--- src/rtl/led_pkg.sv ---
// Shared types and helpers for the LED breathing controller: state encodings,
// default PWM width and saturating brightness arithmetic.
package led_pkg;

    localparam int unsigned StateW     = 3;
    localparam int unsigned DefPwmBits = 8;

    typedef enum logic [StateW-1:0] {
        StIdle     = 3'd0,
        StRampUp   = 3'd1,
        StHoldHigh = 3'd2,
        StRampDown = 3'd3,
        StHoldLow  = 3'd4
    } led_state_e;

    // Sum is formed one bit wider than the operands so it can never wrap.
    function automatic logic [31:0] sat_add(input logic [31:0] a, input logic [31:0] b,
                                            input logic [31:0] max_val);
        logic [32:0] sum;
        sum = {1'b0, a} + {1'b0, b};
        return (sum > {1'b0, max_val}) ? max_val : sum[31:0];
    endfunction

    function automatic logic [31:0] sat_sub(input logic [31:0] a, input logic [31:0] b);
        return (a > b) ? (a - b) : 32'd0;
    endfunction

endpackage

--- src/rtl/led_pwm_gen.sv ---
// Free-running PWM generator with registered LED compare. Defining
// LED_BREATHER_GAMMA_EN inserts a one-stage squared (gamma) duty mapping.
module led_pwm_gen
    import led_pkg::*;
#(
    parameter int unsigned PWM_BITS = DefPwmBits
) (
    input  logic                clock,
    input  logic                reset,
    input  logic [PWM_BITS-1:0] duty,
    output logic                led
);

    logic [PWM_BITS-1:0] r_cnt;
    logic [PWM_BITS-1:0] w_duty;
    logic                r_led;

`ifdef LED_BREATHER_GAMMA_EN
    logic [2*PWM_BITS-1:0] w_square;
    logic [PWM_BITS-1:0]   r_gamma;

    assign w_square = {{PWM_BITS{1'b0}}, duty} * {{PWM_BITS{1'b0}}, duty};

    always_ff @(posedge clock) begin
        if (!reset) begin
            r_gamma <= '0;
        end else begin
            r_gamma <= PWM_BITS'(w_square >> PWM_BITS);
        end
    end

    assign w_duty = r_gamma;
`else
    assign w_duty = duty;
`endif

    // Counter runs regardless of the breathing enable.
    always_ff @(posedge clock) begin
        if (!reset) begin
            r_cnt <= '0;
            r_led <= 1'b0;
        end else begin
            r_cnt <= r_cnt + PWM_BITS'(1);
            r_led <= (w_duty > r_cnt);
        end
    end

    assign led = r_led;

endmodule

--- src/rtl/led_breather.sv ---
// LED breathing controller: ramp-up / hold / ramp-down / hold driven by rising
// edges of step_in. Optional gamma stage enabled by LED_BREATHER_GAMMA_EN.
module led_breather
    import led_pkg::*;
#(
    parameter int unsigned PWM_BITS   = DefPwmBits,
    parameter int unsigned STEP       = 16,
    parameter int unsigned HOLD_TICKS = 4
) (
    input  logic                clock,
    input  logic                reset,
    input  logic                enable,
    input  logic                step_in,
    output logic                led,
    output logic [PWM_BITS-1:0] level,
    output logic [StateW-1:0]   state,
    output logic                cycle_done
);

    localparam int unsigned        MaxLvl   = (1 << PWM_BITS) - 1;
    localparam int unsigned        HoldW    = (HOLD_TICKS > 1) ? $clog2(HOLD_TICKS) : 1;
    localparam logic [HoldW-1:0]   HoldLast = HoldW'(HOLD_TICKS - 1);

    if (HOLD_TICKS < 1) begin : g_hold_chk
        $error("HOLD_TICKS must be at least 1");
    end
    if (STEP < 1 || STEP > MaxLvl) begin : g_step_chk
        $error("STEP must lie in 1..2**PWM_BITS-1");
    end

    logic                r_step_q;
    led_state_e          r_state;
    logic [PWM_BITS-1:0] r_level;
    logic [HoldW-1:0]    r_hold;
    logic                r_cycle_done;

    led_state_e          w_state_d;
    logic [PWM_BITS-1:0] w_level_d;
    logic [HoldW-1:0]    w_hold_d;
    logic                w_done_d;
    logic                w_step_ev;
    logic [PWM_BITS-1:0] w_lvl_up;
    logic [PWM_BITS-1:0] w_lvl_dn;

    assign w_step_ev = step_in & ~r_step_q;
    assign w_lvl_up  = PWM_BITS'(sat_add(32'(r_level), STEP, MaxLvl));
    assign w_lvl_dn  = PWM_BITS'(sat_sub(32'(r_level), STEP));

    always_comb begin
        w_state_d = r_state;
        w_level_d = r_level;
        w_hold_d  = r_hold;
        w_done_d  = 1'b0;
        if (!enable) begin
            w_state_d = StIdle;
            w_level_d = '0;
            w_hold_d  = '0;
        end else begin
            case (r_state)
                StIdle: begin
                    w_state_d = StRampUp;
                    w_level_d = '0;
                    w_hold_d  = '0;
                end
                StRampUp: begin
                    if (w_step_ev) begin
                        w_level_d = w_lvl_up;
                        if (32'(w_lvl_up) == MaxLvl) begin
                            w_state_d = StHoldHigh;
                            w_hold_d  = '0;
                        end
                    end
                end
                StHoldHigh: begin
                    if (w_step_ev) begin
                        if (r_hold == HoldLast) w_state_d = StRampDown;
                        else                    w_hold_d  = r_hold + HoldW'(1);
                    end
                end
                StRampDown: begin
                    if (w_step_ev) begin
                        w_level_d = w_lvl_dn;
                        if (w_lvl_dn == '0) begin
                            w_state_d = StHoldLow;
                            w_hold_d  = '0;
                        end
                    end
                end
                StHoldLow: begin
                    if (w_step_ev) begin
                        if (r_hold == HoldLast) begin
                            w_state_d = StRampUp;
                            w_done_d  = 1'b1;
                        end else begin
                            w_hold_d = r_hold + HoldW'(1);
                        end
                    end
                end
                default: begin
                    w_state_d = StIdle;
                    w_level_d = '0;
                    w_hold_d  = '0;
                end
            endcase
        end
    end

    // step_q resets high so a level already high at release is not an event.
    always_ff @(posedge clock) begin
        if (!reset) begin
            r_step_q     <= 1'b1;
            r_state      <= StIdle;
            r_level      <= '0;
            r_hold       <= '0;
            r_cycle_done <= 1'b0;
        end else begin
            r_step_q     <= step_in;
            r_state      <= w_state_d;
            r_level      <= w_level_d;
            r_hold       <= w_hold_d;
            r_cycle_done <= w_done_d;
        end
    end

    led_pwm_gen #(
        .PWM_BITS (PWM_BITS)
    ) u_pwm (
        .clock (clock),
        .reset (reset),
        .duty  (r_level),
        .led   (led)
    );

    assign level      = r_level;
    assign state      = r_state;
    assign cycle_done = r_cycle_done;

endmodule

--- config.mk ---
export PLATFORM = sky130hd
export DESIGN_NAME = led_breather
export DESIGN_NICKNAME = d
export VERILOG_FILES = /design/src/rtl/led_pkg.sv /design/src/rtl/led_pwm_gen.sv /design/src/rtl/led_breather.sv
export SDC_FILE = /design/constraint.sdc
export NUM_CORES = 1
export LEC_CHECK = 0
export CAP_MARGIN = 20
export CELL_PAD_IN_SITES_DETAIL_PLACEMENT = 2
export CELL_PAD_IN_SITES_GLOBAL_PLACEMENT = 2
export CORE_MARGIN = 4
export CORE_UTILIZATION = 35
export CTS_BUF_LIST = sky130_fd_sc_hd__clkbuf_8
export CTS_CLUSTER_SIZE = 28
export DETAILED_ROUTE_END_ITERATION = 10
export PLACE_DENSITY_LB_ADDON = 0.1
export SLEW_MARGIN = 20
export SYNTH_ARGS = -nofsm -noshare
export SYNTH_HDL_FRONTEND = slang
export SYNTH_SLANG_ARGS = --single-unit
--- constraint.sdc ---
create_clock -name clock -period 2.7 [get_ports clock]
set_input_delay 0.54 -clock clock [delete_from_list [all_inputs] [get_ports clock]]
set_output_delay 0.54 -clock clock [all_outputs]
set_load 0.05 [all_outputs]
Word level (Yosys, flattened, before mapping)
Cells that the tools add are included.

word-level totals
  flip-flop bits (word level) = 24
  bits of input ports = 4
  output and inout bits = 13
  logic and storage cells = 63

operators by class
  add/sub/neg operators = 4
  $lt $le $gt $ge = 3
  equal/unequal tests = 16
  multiplexer cells = 22
  bitwise operators = 3
  reductions and logical operators = 8

operator list
  operator                                                               number
  8-bit two-way mux                                                      4
  3-bit two-way mux                                                      8
  8-bit case mux with 3 select lines                                     1
  2-bit != test (second input constant)                                  9
  3-bit case mux with 5 select lines                                     1
  2-bit two-way mux                                                      6
  8-bit by 5-bit adder with 9-bit output (second input constant)         1
  9-bit by 8-bit > comparator with 1-bit output (second input constant)  1
  8-bit by 1-bit adder with 8-bit output (second input constant)         1
  8-bit == test (second input constant)                                  1
  8-bit by 5-bit > comparator with 1-bit output (second input constant)  1
  8-bit > comparator                                                     1
  8-bit zero test                                                        1
  8-bit AND reduction                                                    1
  8-bit by 5-bit subtractor with 8-bit output (second input constant)    1
  3-bit by 2-bit == test with 1-bit output (second input constant)       2
  2-bit case mux with 3 select lines                                     1
  6-bit AND reduction                                                    1
  4-bit AND reduction                                                    1
  3-bit by 1-bit == test with 1-bit output (second input constant)       1
  3-bit == test (second input constant)                                  1
  3-bit zero test                                                        1
  3-bit AND reduction                                                    1
  2-bit by 1-bit adder with 2-bit output (second input constant)         1
  7 further kinds                                                        8

Logic depth before layout (Yosys ltp)
Gate-level depths: netlist of run 1.

  depth in word-level cells = 7
  depth in mapped cells = 7
  depth with buffers taken out = 7

Hierarchy
A second synthesis of run 1 with hierarchy kept.

second synthesis, totals
  cells, all modules = 174
  area, all modules = 1,526.5 um^2

by module, submodules not included
  module        instances  cells each  area an instance (um^2)  seq. area each (um^2)
  led_breather  1          115         988.4                    300.3
  led_pwm_gen   1          59          538.0                    180.2

Worst setup path after synthesis of run 1
OpenSTA, ideal clock, no wires.

  path kind = reg-to-reg
  start = reg r_level[4] (netlist: level[4])
  end = reg r_state[1] (netlist: state[1])
  library setup time = 70 ps
  arrival = 2,352 ps
  required time = 2,630 ps
  setup slack = 278 ps
  cell stages (with the launch flop) = 8
  buffers on the path = 0
  period minus slack after synthesis = 2,422 ps
  path through = dfxtp_1 > inv_1 > ha_1 > and2_1 > o21ai_1 > a221o_1 > or3_1 > a21oi_1

on the way
  cells in the longest elaborated chain, start to end = 6
  elaborated cells between the ends (all ways) = 11
  those cells by class = add/sub (2); order compare (2); eq/ne (3); mux (2); reduce/logical (2)

RTL lines
  item                                           RTL line             RTL
  from (decl)                                    led_breather.sv:33   logic [PWM_BITS-1:0] r_level;
  from (signal assigned)                         led_breather.sv:119  r_level <= w_level_d;
  8-bit by 5-bit adder with 9-bit output         led_pkg.sv:20        sum = {1'b0, a} + {1'b0, b};
  9-bit by 8-bit > comparator with 1-bit output  led_pkg.sv:21        return (sum > {1'b0, max_val}) ? max_val : sum[31:0];
  8-bit two-way mux                              led_pkg.sv:21
  8-bit == test                                  led_breather.sv:68   if (32'(w_lvl_up) == MaxLvl) begin
  2-bit != test (no line)                        -
  8-bit AND reduction (no line) (*)              -
  to (signal assigned)                           led_breather.sv:112  r_state <= StIdle;
  to (signal assigned)                           led_breather.sv:118  r_state <= w_state_d;
  to (decl)                                      led_breather.sv:32   led_state_e r_state;

Every way passes the cells marked *; elsewhere a longest branch is shown, timed or not.
A chain may end at the register's enable or synchronous reset.

Worst setup path in the final report of run 1
  start = reg r_level[6] (netlist: level[6])
  end = out level[6]

RTL lines
  item       RTL line            RTL
  to (decl)  led_breather.sv:15  output logic [PWM_BITS-1:0] level,

No word-level cell between the ends.

==> impl_metrics.ini, run 1 <==
[sta]
fin_setup_tns_ns = 0
fin_crit_ns = 2.34
worst_pin_slew_ns = 0.546
slew_viol_final = 0
slew_headroom_pct = 63.6
finalHoldViolCount = 0
period_share_pct = 86.6
finClkSkew_ns = 0.00376
rsz0062_at_grt = false
max_freq_mhz = 428
hold_slack_ns = 0.476
worst_slack_ns = 0.363
setup_viol = 0

[floorplanning]
start_util_pct = 36.8
die_w_um = 73.3
fp-row-count = 23
dieHeight_um = 73.3
ios = 17
dieArea_sq_um = 5380
core-area_sq_um = 4060

[synthesis]
syn_inst = 176
synth_edf_count = 0
avgSynthCellArea_sq_um = 8.49
mappedNetlistArea_sq_um = 1490
ys_seq_area_share_pct = 32.2
synth_area_leaders = dfxtp_1 32%, ha_1 12%, a21oi_1 5.7%
ys_types = 47
synth_top_area_share_pct = 32.2
synthArstFlopShare_pct = 0
synth.ff_latch_count = 24
yosysTopAreaCell = dfxtp_1
yosys_warnings = 0
syn_nets = 194
synth_ff_type = dfxtp_1

[cells_and_area]
seq_area_sq_um = 480
fin_cells = 243
multiInputGateArea_sq_um = 928
final_cell_mix = 24 x dfxtp_1, 17 x a21oi_1, 16 x clkdlybuf4s50_1
final_common_cell = dfxtp_1
drive_gt1_share_pct = 6.74
layout.nets = 213
num_antenna_cells = 0
area_growth_pct = 17.5
n_fill_cell = 465

[job]
cap_violations = 0

[global_routing]
grt_overflow = 0
track_usage_pct = 17.4
grt_max_degree = 13
grt_pass1_vias = 1458
grt_pass1_wl_mm = 7.36
antenna_found_initial = 0

[worst_setup_path]
required_ns = 2.16
max_stage_delay_ns = 0.90
reg2reg_slack_ns = 0.43
cp_cell_sequence = clkdlybuf4s50_1
critPathBufInv = 1
crit_fanout = 12
critPathLaunch = level[6]$_SDFFE_PN0P_
path_class = reg -> out
r2r_end = r_hold[0]$_SDFFE_PN0P_
reg2regPathDepth = 7
endpoint_kind = output pin
crit_family = buffers and inverters
startpoint_type = flop
cp.arrival_ns = 1.80
r2r-start = level[5]$_SDFFE_PN0P_
crit_slowest_cell = clkdlybuf4s50_1

[worst_hold_path]
whs_endpoint = r_hold[1]$_SDFFE_PN0P_
hold_path_depth = 2
hp-class = reg -> reg
worstHoldStart = r_hold[1]$_SDFFE_PN0P_

[placed_design]
dpl.cell_count = 240
place_ws_ns = 0.407
portBuffers = 16
dp_hpwl_mm = 3.34
place.gp.congestion = 0.802

[route]
drc = 0
drtAntennaViolNets = 0
wire_per_inst_um = 17.3
vias = 1344
first_iter_violations = 32
drtPass1Iterations = 4
vias_per_cell = 5.53
drt-total-wl_mm = 4.20

[clock_network]
cts_root_buffer = clkbuf_8
worstSkewPairLatency_ns = 0.26
ctsResizeCount = 0
cts_setup_buffers = 0
cts_tree = built
clk_path_buf_depth = 2
cts.sink_count = 24
clk_pin_slew_ns = 0.09
htree_num_levels = 1
numCtsBuffers = 3
hold_buffers = 0

[status]
status = finished clean

[power]
p_per_area_nw_per_um2 = 410
leakage_uw = 0.000644
peakVddDrop_v = 0.000316
finalPower_uw = 719
[area by class of cell]
cell class,instances,area share [%]
repair buffers,20,10.8
clock buffers,3,2.35
inverters,14,2.99
flip-flops and latches,24,27.4
well taps,50,3.56
multi-input cells,132,52.9
[kinds of logic (layout without fill, tap and decap cells)]
kind of cell | Yosys count | after routing | synth area share [%]
mux | 3 | 3 | 2.01
buf+inv | 20 | 37 | 5.70
flops | 24 | 24 | 32.2
compound gates | 44 | 44 | 19.0
xor+xnor | 8 | 8 | 4.69
fa+ha+maj | 14 | 14 | 11.7
simple gates | 63 | 63 | 24.7
[flip-flops by register name (all words and copies together) (netlist names)]
name,cells
cycle_done,1
r_step_q,1
u_pwm.led,1
u_pwm.r_cnt,8
r_hold,2
state,3
level,8
[per-layer routing]
metal / global-route usage [%] / wire (um)
met1: 21.5 / 1890
met2: 31.4 / 2170
met3: 3.01 / 83
met4: 3.82 / 57
met5: 0 / 0
[Yosys cell counts, types with 2 or more instances]
master,instances
a21oi_1,17
a221o_1,2
and2_1,10
buf_2,2
clkbuf_1,3
dfxtp_1,24
ha_1,14
inv_1,14
mux2i_1,3
nand2_1,8
nand2b_1,6
nand3_1,8
nand4_1,3
nor2_1,10
nor2b_1,4
nor3_1,2
o21ai_0,9
or3_1,2
xnor2_1,7
[power by group]
part	internal, uW	total (uW)	leakage, uW	switching [uW]
registers	363	376	0.000195	13.1
clock network	99.8	216	0.0000216	116
logic	52.9	127	0.000427	74.2
[worst max path at each step]
stage / end / slack (ns) / cells after the start
after detailed placement: state[0]$_SDFFE_PN0P_ / 0.41 / 6
after global placement: state[0]$_SDFFE_PN0P_ / 0.47 / 6
after floorplan: state[1]$_SDFFE_PN0P_ / 0.28 / 7
after global routing: state[0]$_SDFFE_PN0P_ / 0.17 / 7
final: level[6] / 0.36 / 1
after CTS: level[6] / 0.37 / 1
[per-stage QoR]
step	util (%)	area, sq um
after floorplan	-	1490
after global placement	42.2	1710
after detailed placement	42.2	1710
after CTS	43.3	1760
after global routing	43.3	1760
final	43.3	1760
Power figures use the tool's default switching activity.
==> run 2, diff against run 1 <==
--- a/config.mk
+++ b/config.mk
@@ -8,6 +8,7 @@
 export CAP_MARGIN = 20
 export CELL_PAD_IN_SITES_DETAIL_PLACEMENT = 2
 export CELL_PAD_IN_SITES_GLOBAL_PLACEMENT = 2
+export CORE_ASPECT_RATIO = 0.7
 export CORE_MARGIN = 4
 export CORE_UTILIZATION = 35
 export CTS_BUF_LIST = sky130_fd_sc_hd__clkbuf_8
==> impl_metrics.ini, run 2 (synthesized netlist as in run 1, its figures left out) <==
[placed_design]
place.gp.congestion = 0.829
portBuffers = 16
dpl.cell_count = 240
dp_hpwl_mm = 3.66
place_ws_ns = 0.205

[sta]
finClkSkew_ns = 0.00587
rsz0062_at_grt = false
setup_viol = 0
fin_crit_ns = 2.39
max_freq_mhz = 419
worst_pin_slew_ns = 0.612
finalHoldViolCount = 0
worst_slack_ns = 0.311
slew_headroom_pct = 59.2
period_share_pct = 88.5
fin_setup_tns_ns = 0
slew_viol_final = 0

[clock_network]
clk_pin_slew_ns = 0.10
cts_root_buffer = clkbuf_8
htree_num_levels = 1
clk_path_buf_depth = 2
cts_tree = built
ctsResizeCount = 0
cts.sink_count = 24
hold_buffers = 0
numCtsBuffers = 3
worstSkewPairLatency_ns = 0.28
cts_setup_buffers = 0

[cells_and_area]
final_cell_mix = 24 x dfxtp_1, 17 x a21oi_1, 16 x clkdlybuf4s50_1
area_growth_pct = 18.7
fin_cells = 244
drive_gt1_share_pct = 6.25
layout.nets = 211
num_antenna_cells = 0
final_common_cell = dfxtp_1
n_fill_cell = 458

[status]
status = finished clean

[floorplanning]
ios = 17
die_w_um = 86.1
core-area_sq_um = 4020
dieArea_sq_um = 5390
start_util_pct = 37.2
fp-row-count = 19
dieHeight_um = 62.7

[worst_setup_path]
crit_cells = 7
crit_fanout = 8
cp.arrival_ns = 2.59
cp_cell_sequence = inv_1 > ha_1 > nand2b_1 > o311ai_0 > o211ai_1 > or3_1 > a21oi_1
startpoint_type = flop
reg2regPathDepth = 7
crit_family = compound AO/OA/AOI/OAI gates
crit_slowest_cell = dfxtp_1
endpoint_kind = flop
required_ns = 2.91
path_class = reg -> reg
max_stage_delay_ns = 0.52
critPathBufInv = 1

[global_routing]
grt_util_met1_pct = 27.1
antenna_found_initial = 0
track_usage_pct = 19.2
busiest_layer = met2
grt_pass1_vias = 1527
grt_pass1_wl_mm = 8.15
use_met3_pct = 4.22
use_met2_pct = 30.1
grt_max_degree = 15
grt_overflow = 0

[route]
drtPass1Iterations = 4
first_iter_violations = 101
drtAntennaViolNets = 0
vias_per_cell = 5.56
vias = 1356
wire_per_inst_um = 19.2
drt-total-wl_mm = 4.70
drc = 0

[worst_hold_path]
hp-class = reg -> reg
hold_path_depth = 2

[power]
peakVddDrop_v = 0.000268
p_per_area_nw_per_um2 = 472
leakage_uw = 0.000647

[job]
cap_violations = 0
## run 2: report_power, final
part	internal, uW	total (uW)	switching (uW)
combinational	50.6	129	78.0
clock	199	332	133
sequential	363	377	14.0
## run 2: worst paths after layout
| path | from | endpoint | slack (ns) |
|---|---|---|---|
| worst max-delay path | level[4]$_SDFFE_PN0P_ | state[2]$_SDFFE_PN0P_ | 0.31 |
| worst min-delay path | r_hold[1]$_SDFFE_PN0P_ | r_hold[1]$_SDFFE_PN0P_ | 0.48 |
| worst max register to register | level[4]$_SDFFE_PN0P_ | state[2]$_SDFFE_PN0P_ | 0.31 |
| worst min register to register | r_hold[1]$_SDFFE_PN0P_ | r_hold[1]$_SDFFE_PN0P_ | 0.48 |
## run 2: layer usage
layer,wire length [um],up-vias
met5,0,-
met2,2120,20
met3,136,5
li1,-,659
met1,2410,672
met4,31,0
## run 2: area by class of cell
class	instances	area (sq um)	area share, %
timing repair buffer	18	175	9.88
clock inverter	1	30.0	1.69
tap	52	65.1	3.67
sequential	24	480	27.1
inverter	14	52.6	2.96
multi-input combinational	132	928	52.4
clock buffer	3	41.3	2.33
## run 2: worst min-delay path, stage by stage, from the launching register on
cell and delay (ns):
dfxtp_1 0.33, nand2_1 0.06, mux2i_1 0.06
## run 2: stage by stage
stage | util (%) | hold WS (ns) | total power [uW] | instance area (sq um)
6_report | 44.1 | 0.485 | 838 | 1770
5_1_grt | 44.1 | 0.526 | 885 | 1770
4_1_cts | 44.1 | 0.490 | 846 | 1770
3_5_place_dp | 42.4 | 0.476 | 513 | 1700
3_3_place_gp | 42.4 | 0.448 | 503 | 1700
2_1_floorplan | - | 0.436 | 470 | 1490
==> run 3, diff against run 2 <==
--- a/config.mk
+++ b/config.mk
@@ -10,7 +10,7 @@
 export CELL_PAD_IN_SITES_GLOBAL_PLACEMENT = 2
 export CORE_ASPECT_RATIO = 0.7
 export CORE_MARGIN = 4
-export CORE_UTILIZATION = 35
+export CORE_UTILIZATION = 37
 export CTS_BUF_LIST = sky130_fd_sc_hd__clkbuf_8
 export CTS_CLUSTER_SIZE = 28
 export DETAILED_ROUTE_END_ITERATION = 10
==> constraint.sdc (replaced) <==
create_clock -name clock -period 3 [get_ports clock]
set_input_delay 0.6 -clock clock [delete_from_list [all_inputs] [get_ports clock]]
set_output_delay 0.6 -clock clock [all_outputs]
set_load 0.05 [all_outputs]
==> impl_metrics.ini, run 3 (synthesized netlist as in run 1, its figures left out) <==
[global_routing]
grt_pass1_wl_mm = 7.41
grt_overflow = 0
grt_pass1_vias = 1439
track_usage_pct = 18.6
grt_max_degree = 13
antenna_found_initial = 0

[clock_network]
cts_tree = built
numCtsBuffers = 3
ctsResizeCount = 0
clk_path_buf_depth = 2
cts.sink_count = 24
hold_buffers = 0
cts_root_buffer = clkbuf_8
cts_setup_buffers = 0
htree_num_levels = 1
worstSkewPairLatency_ns = 0.27
clk_pin_slew_ns = 0.09

[worst_hold_path]
hp-class = reg -> reg

[status]
status = finished clean

[job]
cap_violations = 0

[sta]
finalHoldViolCount = 0
setup_viol = 0
fin_setup_tns_ns = 0
rsz0062_at_grt = false
slew_headroom_pct = 61.5
worst_pin_slew_ns = 0.577
period_share_pct = 83.6
finClkSkew_ns = 0.00676
fin_crit_ns = 2.51
slew_viol_final = 0
max_freq_mhz = 399

[route]
drc = 0
first_iter_violations = 84
drt-total-wl_mm = 4.52
wire_per_inst_um = 18.7
drtAntennaViolNets = 0
drtPass1Iterations = 4
vias = 1359
vias_per_cell = 5.64

[power]
finalPower_uw = 648
seq_power_share_pct = 52.4
p_sw_uw = 186
p_per_area_nw_per_um2 = 375
p_int_uw = 461
peakVddDrop_v = 0.000184
switching_share_pct = 28.8
leakage_uw = 0.000623
p_comb_share_pct = 17.5
power_frac_clock_pct = 30.2

[placed_design]
portBuffers = 16
dp_hpwl_mm = 3.59
place.gp.congestion = 0.824

[cells_and_area]
drive_gt1_share_pct = 4.76
layout.nets = 209
num_antenna_cells = 0
final_cell_mix = 24 x dfxtp_1, 17 x a21oi_1, 16 x clkdlybuf4s50_1
area_growth_pct = 15.7
final_common_cell = dfxtp_1

[worst_setup_path]
startpoint_type = flop
crit_family = compound AO/OA/AOI/OAI gates
crit_slowest_cell = dfxtp_1
required_ns = 3.19
cp_cell_sequence = inv_1 > ha_1 > nand2b_1 > o311ai_0 > o211ai_1 > or3_1 > a21oi_1
cp.arrival_ns = 2.70
path_class = reg -> reg
endpoint_kind = flop
max_stage_delay_ns = 0.57
critPathBufInv = 1
crit_fanout = 11

[floorplanning]
dieHeight_um = 61.2
fp-row-count = 19
dieArea_sq_um = 5130
core-area_sq_um = 3900
start_util_pct = 38.3
ios = 17
die_w_um = 83.9
run 3: worst paths after layout:
kind / startpoint / endpoint / slack, ns / cells past startpoint
setup / recovery: level[4]$_SDFFE_PN0P_ / state[2]$_SDFFE_PN0P_ / 0.49 / 7
setup reg to reg: level[4]$_SDFFE_PN0P_ / state[2]$_SDFFE_PN0P_ / 0.49 / 7
hold / removal: u_pwm.r_cnt[0]$_SDFF_PN0_ / u_pwm.r_cnt[0]$_SDFF_PN0_ / 0.48 / 1
hold reg to reg: u_pwm.r_cnt[0]$_SDFF_PN0_ / u_pwm.r_cnt[0]$_SDFF_PN0_ / 0.48 / 1
run 3: per-stage QoR:
stage | utilization [%] | std cells | setup WS [ns] | hold slack [ns] | area, sq um
floorplan | - | 176 | 0.578 | 0.436 | 1490
global placement | 43.3 | 238 | 0.588 | 0.448 | 1690
detailed placement | 43.3 | 238 | 0.407 | 0.477 | 1690
CTS | 44.3 | 241 | 0.480 | 0.492 | 1730
global route | 44.3 | 241 | 0.275 | 0.524 | 1730
finish | 44.3 | 241 | 0.491 | 0.483 | 1730
run 3: layout make-up:
class	instances	area (sq um)
Sequential cell	24	480
Tap cell	52	65.1
Clock buffer	3	41.3
Timing Repair Buffer	16	160
Fill cell	462	2170
Inverter	14	52.6
Multi-Input combinational cell	132	928
run 3: power by group through the flow:
stage / Clock, uW / Sequential, uW / Combinational, uW
2_1_floorplan: 0 / 355 / 68.1
4_1_cts: 204 / 339 / 114
3_5_place_dp: 0 / 347 / 113
3_3_place_gp: 0 / 345 / 106
5_1_grt: 214 / 341 / 124
6_report: 195 / 339 / 113
run 3: per-layer routing:
metal / vias up / global-route usage, % / wire, um
li1: 654 / - / -
met1: 669 / 24.3 / 2070
met2: 34 / 32.5 / 2190
met3: 2 / 4.01 / 240
met4: 0 / 3.67 / 14
met5: - / 0 / 0
